$ cat config.mk
export PLATFORM = sky130hd
export DESIGN_NAME = dp_ram_fifo
export DESIGN_NICKNAME = d
export VERILOG_FILES = /design/src/rtl/mem_pkg.sv /design/src/rtl/dp_ram_core.sv /design/src/rtl/dp_ram_fifo.sv
export SDC_FILE = /design/constraint.sdc
export NUM_CORES = 1
export LEC_CHECK = 0
export CAP_MARGIN = 0
export CORE_MARGIN = 5
export CORE_UTILIZATION = 57
export DETAILED_ROUTE_END_ITERATION = 8
export PLACE_DENSITY = 0.78
export SLEW_MARGIN = 20
export SYNTH_ARGS = -nofsm -noshare
export SYNTH_HDL_FRONTEND = slang
export SYNTH_SLANG_ARGS = --single-unit
export TNS_END_PERCENT = 5
$ cat constraint.sdc
create_clock -name clk -period 3.1 [get_ports clk]
set_input_delay 0.31 -clock clk [delete_from_list [all_inputs] [get_ports clk]]
set_output_delay 0.31 -clock clk [all_outputs]
set_load 0.02 [all_outputs]
$ cat src/rtl/mem_pkg.sv
// Shared memory parameters and helpers.
// Used by the RAM-based blocks that size their storage from an address width.
package mem_pkg;

  localparam int DATA_W_DEF = 8;

  function automatic int depth_of(input int addr_w);
    return 1 << addr_w;
  endfunction

endpackage

$ cat src/rtl/dp_ram_core.sv
// Two-port RAM with one synchronous write port (A) and one registered read port (B).
// A read that hits the address being written in the same cycle returns the old word.
module dp_ram_core
  import mem_pkg::*;
#(
  parameter int DATA_W = DATA_W_DEF,
  parameter int ADDR_W = 3
) (
  input  logic              clk,
  input  logic              we,
  input  logic [ADDR_W-1:0] addr_a,
  input  logic [DATA_W-1:0] din,
  input  logic              re,
  input  logic [ADDR_W-1:0] addr_b,
  output logic [DATA_W-1:0] dout
);

  localparam int DEPTH = depth_of(ADDR_W);

  logic [DATA_W-1:0] mem_q [DEPTH];

  // The array is deliberately left without a reset so it can map onto block RAM.
  always_ff @(posedge clk) begin
    if (we) mem_q[addr_a] <= din;
    if (re) dout <= mem_q[addr_b];
  end

endmodule

$ cat src/rtl/dp_ram_fifo.sv
// Synchronous FIFO around dp_ram_core: pointers, registered count and flags,
// and one-cycle overflow/underflow pulses.
module dp_ram_fifo
  import mem_pkg::*;
#(
  parameter int DATA_W = DATA_W_DEF,
  parameter int ADDR_W = 3
) (
  input  logic              clk,
  input  logic              rst_n,
  input  logic              wr_en,
  input  logic [DATA_W-1:0] wr_data,
  input  logic              rd_en,
  output logic [DATA_W-1:0] rd_data,
  output logic              rd_valid,
  output logic              full,
  output logic              empty,
  output logic [ADDR_W:0]   count,
  output logic              overflow,
  output logic              underflow
);

  logic [ADDR_W:0]   wr_ptr_q, wr_ptr_d;
  logic [ADDR_W:0]   rd_ptr_q, rd_ptr_d;
  logic [ADDR_W:0]   count_q, count_d;
  logic              full_q, full_d;
  logic              empty_q, empty_d;
  logic              rd_valid_q;
  logic              rd_seen_q;
  logic              overflow_q;
  logic              underflow_q;
  logic              rd_accept;
  logic              wr_accept;
  logic [DATA_W-1:0] ram_dout;

  assign rd_accept = rd_en && !empty_q;
  assign wr_accept = wr_en && (!full_q || rd_accept);

  always_comb begin
    wr_ptr_d = wr_ptr_q;
    rd_ptr_d = rd_ptr_q;
    count_d  = count_q;
    if (wr_accept) wr_ptr_d = wr_ptr_q + 1'b1;
    if (rd_accept) rd_ptr_d = rd_ptr_q + 1'b1;
    if (wr_accept && !rd_accept) count_d = count_q + 1'b1;
    if (rd_accept && !wr_accept) count_d = count_q - 1'b1;
    empty_d = (wr_ptr_d == rd_ptr_d);
    full_d  = (wr_ptr_d[ADDR_W-1:0] == rd_ptr_d[ADDR_W-1:0]) &&
              (wr_ptr_d[ADDR_W] != rd_ptr_d[ADDR_W]);
  end

  always_ff @(posedge clk or negedge rst_n) begin
    if (!rst_n) begin
      wr_ptr_q    <= '0;
      rd_ptr_q    <= '0;
      count_q     <= '0;
      full_q      <= 1'b0;
      empty_q     <= 1'b1;
      rd_valid_q  <= 1'b0;
      rd_seen_q   <= 1'b0;
      overflow_q  <= 1'b0;
      underflow_q <= 1'b0;
    end else begin
      wr_ptr_q    <= wr_ptr_d;
      rd_ptr_q    <= rd_ptr_d;
      count_q     <= count_d;
      full_q      <= full_d;
      empty_q     <= empty_d;
      rd_valid_q  <= rd_accept;
      overflow_q  <= wr_en && !wr_accept;
      underflow_q <= rd_en && empty_q;
      if (rd_accept) rd_seen_q <= 1'b1;
    end
  end

  dp_ram_core #(
    .DATA_W(DATA_W),
    .ADDR_W(ADDR_W)
  ) u_ram (
    .clk   (clk),
    .we    (wr_accept),
    .addr_a(wr_ptr_q[ADDR_W-1:0]),
    .din   (wr_data),
    .re    (rd_accept),
    .addr_b(rd_ptr_q[ADDR_W-1:0]),
    .dout  (ram_dout)
  );

  // The RAM output register has no reset; mask it until a read has happened
  // since reset so rd_data starts at zero and otherwise holds the last word.
  assign rd_data   = rd_seen_q ? ram_dout : '0;
  assign rd_valid  = rd_valid_q;
  assign full      = full_q;
  assign empty     = empty_q;
  assign count     = count_q;
  assign overflow  = overflow_q;
  assign underflow = underflow_q;

endmodule

==> results.cfg, run 1 <==
[outcome]
status = finished, final reports clean

[placement]
dp_hpwl_um = 3800
portBuffers = 28
routabilityCongestion = 0.737
place_area_um2 = 4090

[logic_synthesis]
yosys-top-cells-area = edfxtp_1, dfrtp_1, mux4_2
syn_area_per_cell_um2 = 18.6
syn-num-nets = 215
synth_most_common_cell = edfxtp_1
async_reset_ff_frac = 0.200
synth_cell_types = 35
synth.cell_area_um2 = 3680
synth_edf_count = 72
yosysWarnings = 0
synth_common_cells = edfxtp_1, dfrtp_1, mux4_2
yosysTopAreaCellShare = 0.587
synth-seq-cells = 90
ys_seq_area_frac = 0.710
synth_top_flop_cell = edfxtp_1
yosysTopAreaCell = edfxtp_1
syn_inst = 198

[sta]
rsz0062_at_grt = false
finalHoldViolations = 0
slew_headroom = 0.454
setup_tns_ps = 0
setup_viol = 0
fin_crit_sh = 0.716
period_minus_slack_ps = 2220
slew_violations = 0
worst_pin_slew_ps = 816
fin_skew_ps = 9.14
fmax_mhz = 451

[grt]
grt_overflow = 0
grt_pass1_wl_um = 9670
grt_usage = 0.159
grt_max_degree = 21
antenna_found_initial = 0
first_global_vias = 1764

[detailed_routing]
finalWirelength_um = 6150
routedWlPerCell_um = 19.0
drc = 0
routed_via_density = 5.48
dr_total_vias = 1771
drtIter0Drc = 136
drtAntennaViolNets = 0
first_pass_iters = 4

[clock_tree]
clk_pin_slew_ps = 100
ctsResizeCount = 0
cts_tree = yes
clk_latency_ps = 350
post_cts_buffers = 0
cts_hold_buf = 0
clock_path_buffers = 2
ctsHtreeMaxLevel = 3
cts_made_buffers = 9
clock-sinks = 90
cts_root_buffer = clkbuf_8

[setup_path]
path_cells = nand2b_1, a21boi_4, inv_1, ha_1, xor2_1, ha_1, a21oi_1, xor2_1, nor2_1, xor2_1
worstSetupEndpointType = flip-flop
cp.arrival_ps = 2460
path_class = reg2reg
critPathMostFrequentCell = xor2_1
r2r_end = count[2]
regToRegStartpoint = empty
cp_max_fo = 7
critPathSlowestCell = dfstp_2
r2r_cells = 10
critical_path_required_ps = 3340
cp-start-kind = flip-flop
r2r_slack_ps = 880
max_stage_delay_ps = 390

[cells_and_area]
diodes = 0
layout.nets = 258
areaGrowthSynthToFinish_pct = 17.0
drive_gt1_frac = 0.248
num-fill-cells = 421
final_design_area_no_fill_um2 = 4310

[hold_path]
min_path_type = in2async

[power_and_ir_drop]
power_mw = 3.96
p_leak_nw = 1.52
peakVddDrop_mv = 0.586
power_density_nw_per_um2 = 919

[floorplan]
dieArea_um2 = 8170
rows = 29
die_h_um = 90.4
core_um2 = 6310
die_x_um = 90.4
num_io_pins = 29
initial_utilization = 0.583

[flow_run]
cap_violations = 0
-- worst max-delay path, delay by kind of cell (launching register included) --
kind / cells / cell delay, ps
buffers and inverters: 1 / 160
DFF: 1 / 390
AOI/OAI and AO/OA: 2 / 400
xor gates and xnor gates: 3 / 450
adders and majority gates: 2 / 460
and+or+nand+nor: 2 / 250
-- cell usage in the layout (no fill, tap or decap), types with 2 or more instances in the layout --
| master | instances |
|---|---|
| edfxtp_1 | 72 |
| clkdlybuf4s50_1 | 28 |
| dfrtp_1 | 17 |
| mux4_2 | 16 |
| buf_4 | 12 |
| mux2_2 | 9 |
| and2_1 | 9 |
| xnor2_1 | 9 |
| clkbuf_8 | 9 |
| nand2_1 | 7 |
| xor2_1 | 7 |
| nand2b_1 | 5 |
| ha_1 | 5 |
| nor2_1 | 4 |
| nor3_1 | 4 |
| inv_1 | 3 |
| nand4_1 | 2 |
| nand3_1 | 2 |
| a21oi_1 | 2 |
| inv_8 | 2 |
| clkinv_4 | 2 |
-- through the flow --
step / cells / setup WS, ps / hold WS (ps) / util
6_report: 323 / 881 / 421 / 0.683
5_1_grt: 323 / 706 / 480 / 0.683
4_1_cts: 323 / 867 / 431 / 0.683
3_5_place_dp: 307 / 527 / 464 / 0.648
3_3_place_gp: 307 / 571 / 460 / 0.648
2_1_floorplan: 198 / 830 / 14.4 / -
-- routing by layer --
layer	global-route usage	wire [um]
met4	0.0806	89
met2	0.249	3170
met3	0.0317	226
met5	0	0
met1	0.214	2660
-- registers in the layout (all words and copies together), names as in the netlist --
name,cells
empty,1
wr_ptr_q,4
u_ram.mem_q,64
rd_valid,1
full,1
overflow,1
rd_seen_q,1
underflow,1
rd_ptr_q,4
count,4
u_ram.dout,8
-- cell type report --
type                       instances  area (um2)  area share
sequential                        90        2610       0.606
multi-input combinational         96         996       0.231
timing repair buffer              40         370      0.0859
clock buffer                       9         124      0.0287
tap                               77        96.3      0.0224
clock inverter                     7        95.1      0.0221
inverter                           4        15.0     0.00348
-- cell families after synthesis --
group                    after synthesis  synth area share
buffers and inverters                 12            0.0200
AO/OA/AOI/OAI                          7            0.0156
flip-flops                            90             0.710
adder cells (fa/ha/maj)                5            0.0170
multiplexers                          27             0.132
XOR/XNOR                              17            0.0425
AND/OR/NAND/NOR                       40            0.0632
-- worst max-delay path by stage --
stage / slack, ps / from / to / depth (start not counted)
after floorplan: 830 / empty / u_ram.mem_q[0][0] / 5
after global placement: 570 / rd_en / count[2] / 11
after detailed placement: 530 / rd_en / count[2] / 11
after CTS: 870 / empty / count[2] / 10
after global routing: 710 / empty / count[2] / 10
final: 880 / empty / count[2] / 10
-- power by group --
group | internal [mW] | switching (mW)
logic | 0.711 | 0.636
registers | 1.60 | 0.169
clock network | 0.396 | 0.446
No activity file was read; power rests on OpenSTA's default activity.
==> run 2: changes to the inputs <==
CORE_UTILIZATION = 52   (was 57)
PLACE_DENSITY = 0.75   (was 0.78)
clock period = 1.9 ns   (was 3.1 ns; I/O delays follow)
==> run 2 against run 1 <==
  * Register-to-register slack got worse by 820 ps
  * Critical endpoint unchanged
  * Die area grew 8.5%
  * Via count increased by 6.9%
  * Highest routed layer unchanged
  * Total power rose by 71%
  * Non-clock buffer count grew 20
  * Largest cell class unchanged
==> results.cfg, run 2 (synthesis gave the netlist of run 1 again) <==
[power_and_ir_drop]
peakVddDrop_mv = 0.689
power_mw = 6.77
combPwrFrac = 0.365
p_switching_mw = 2.07
p_clk_frac = 0.211
p_seq_frac = 0.425
p_int_mw = 4.70
p_sw_frac = 0.305
power_density_nw_per_um2 = 1480
p_leak_nw = 1.64

[floorplan]
rows = 30
die_h_um = 94.2
dieArea_um2 = 8870
core_um2 = 6830
die_x_um = 94.2
num_io_pins = 29
initial_utilization = 0.539

[cells_and_area]
areaGrowthSynthToFinish_pct = 23.8
layout.nets = 278
largest_reg_flops = 64
regMostFlops = u_ram.mem_q
biggestRegsByFlops = u_ram.mem_q: 64 flops, u_ram.dout: 8 flops
drive_gt1_frac = 0.338
diodes = 0
final_common_cell = edfxtp_1
layout_common_cells = edfxtp_1, buf_4, clkdlybuf4s50_1, mux4_2, dfrtp_1
fin_cells = 362

[detailed_routing]
drtAntennaViolNets = 0
dr_total_vias = 1893
first_pass_iters = 4
routedWlPerCell_um = 17.7
drtIter0Drc = 103
drc = 0
finalWirelength_um = 6390
routed_via_density = 5.23

[setup_path]
path_class = reg2reg
regToRegStartpoint = empty
cp-start-kind = flip-flop
cp_max_fo = 5
worstSetupEndpointType = flip-flop
cp.arrival_ps = 2080
r2r_cells = 9
critPathSlowestCell = dfstp_2
max_stage_delay_ps = 560
r2r_slack_ps = 60
critical_path_required_ps = 2140
critPathMostFrequentCell = xor2_1
r2r_end = count[2]
path_cells = nand2b_4, inv_2, ha_4, xor2_2, ha_2, a21oi_2, xor2_1, nor2_1, xor2_1

[sta]
setup_tns_ps = 0
setup_viol = 0
worst_pin_slew_ps = 348
fin_skew_ps = 9.04
whs_ps = 81.7
slew_headroom = 0.768
fin_crit_sh = 0.968
rsz0062_at_grt = true
slew_violations = 0
period_minus_slack_ps = 1840
finalHoldViolations = 0
fmax_mhz = 544

[clock_tree]
cts_tree = yes
clk_latency_ps = 350
clock_path_buffers = 2
clock-sinks = 90
clk_pin_slew_ps = 90
cts_made_buffers = 9
ctsHtreeMaxLevel = 3
cts_root_buffer = clkbuf_8

[placement]
dp.cells = 346
dp_hpwl_um = 4340
portBuffers = 28
routabilityCongestion = 0.804

[hold_path]
min_path_type = in2async

[grt]
grt_usage = 0.162
antenna_found_initial = 0
grt_overflow = 0
grt_pass1_wl_um = 10500
first_global_vias = 2033
grt_max_degree = 21

[flow_run]
cap_violations = 0

[outcome]
status = finished, final reports clean
[run 2: cell types whose count changed in the layout (fill, tap and decap cells not counted), sizes merged]
cell,previous run,this run
clkinv,3,2
bufinv,1,2
inv,7,6
buf,12,32
clkinvlp,0,1
[run 2: timing repair]
| action | CTS | global route |
|---|---|---|
| hold buffers | 0 | 0 |
| setup endpoints to repair | 8 | 2 |
| gates resized for setup | 1 | 3 |
| pin swaps | 0 | 1 |
| setup buffers | 0 | 0 |
[run 2: layout make-up]
cell class              count  area [um2]
flip-flops and latches     90        2620
fillers                   463        2270
multi-input cells          96        1050
repair buffers             60         533
clock buffers               9         124
well taps                  96         120
clock inverters             7         101
inverters                   4        15.0
[run 2: per-stage QoR]
step / instance area, um2 / setup WS (ps) / util
after floorplan: 3720 / -145 / -
after global placement: 4310 / -168 / 0.631
after detailed placement: 4310 / -191 / 0.631
after CTS: 4540 / 54.0 / 0.664
after global routing: 4560 / -33.2 / 0.667
final: 4560 / 60.3 / 0.667
[run 2: worst max-delay path: cells and delay by family, from the launching register on]
| kind | cells | cell delay [ps] |
|---|---|---|
| AOI/OAI and AO/OA | 1 | 110 |
| buffers and inverters | 1 | 80 |
| xor gates and xnor gates | 3 | 430 |
| and+or+nand+nor | 2 | 210 |
| DFF | 1 | 560 |
| adders and majority gates | 2 | 360 |
[run 2: power groups by stage]
stage                     Clock [mW]  Sequential, mW  Combinational (mW)
final                           1.43            2.87                2.47
after floorplan                    0            2.87                1.67
after global placement             0            2.89                2.43
after CTS                       1.46            2.86                2.49
after global routing            1.56            2.92                2.67
after detailed placement           0            2.91                2.48
[run 2: worst max path at each step]
stage / from / endpoint / slack [ps] / cells after the start
finish: empty / count[2] / 60 / 9
detailed placement: rd_en / count[2] / -190 / 11
global placement: rd_en / count[2] / -170 / 11
CTS: empty / count[2] / 50 / 10
floorplan: empty / count[2] / -150 / 11
global route: empty / count[2] / -30 / 10
[run 2: layer usage]
layer	part of all wire	track usage	wire, um	up-vias
li1	-	-	-	882
met1	0.45	0.216	2850	968
met3	0.026	0.0321	167	11
met4	0.020	0.0722	126	0
met5	0	0	0	-
met2	0.51	0.258	3240	32
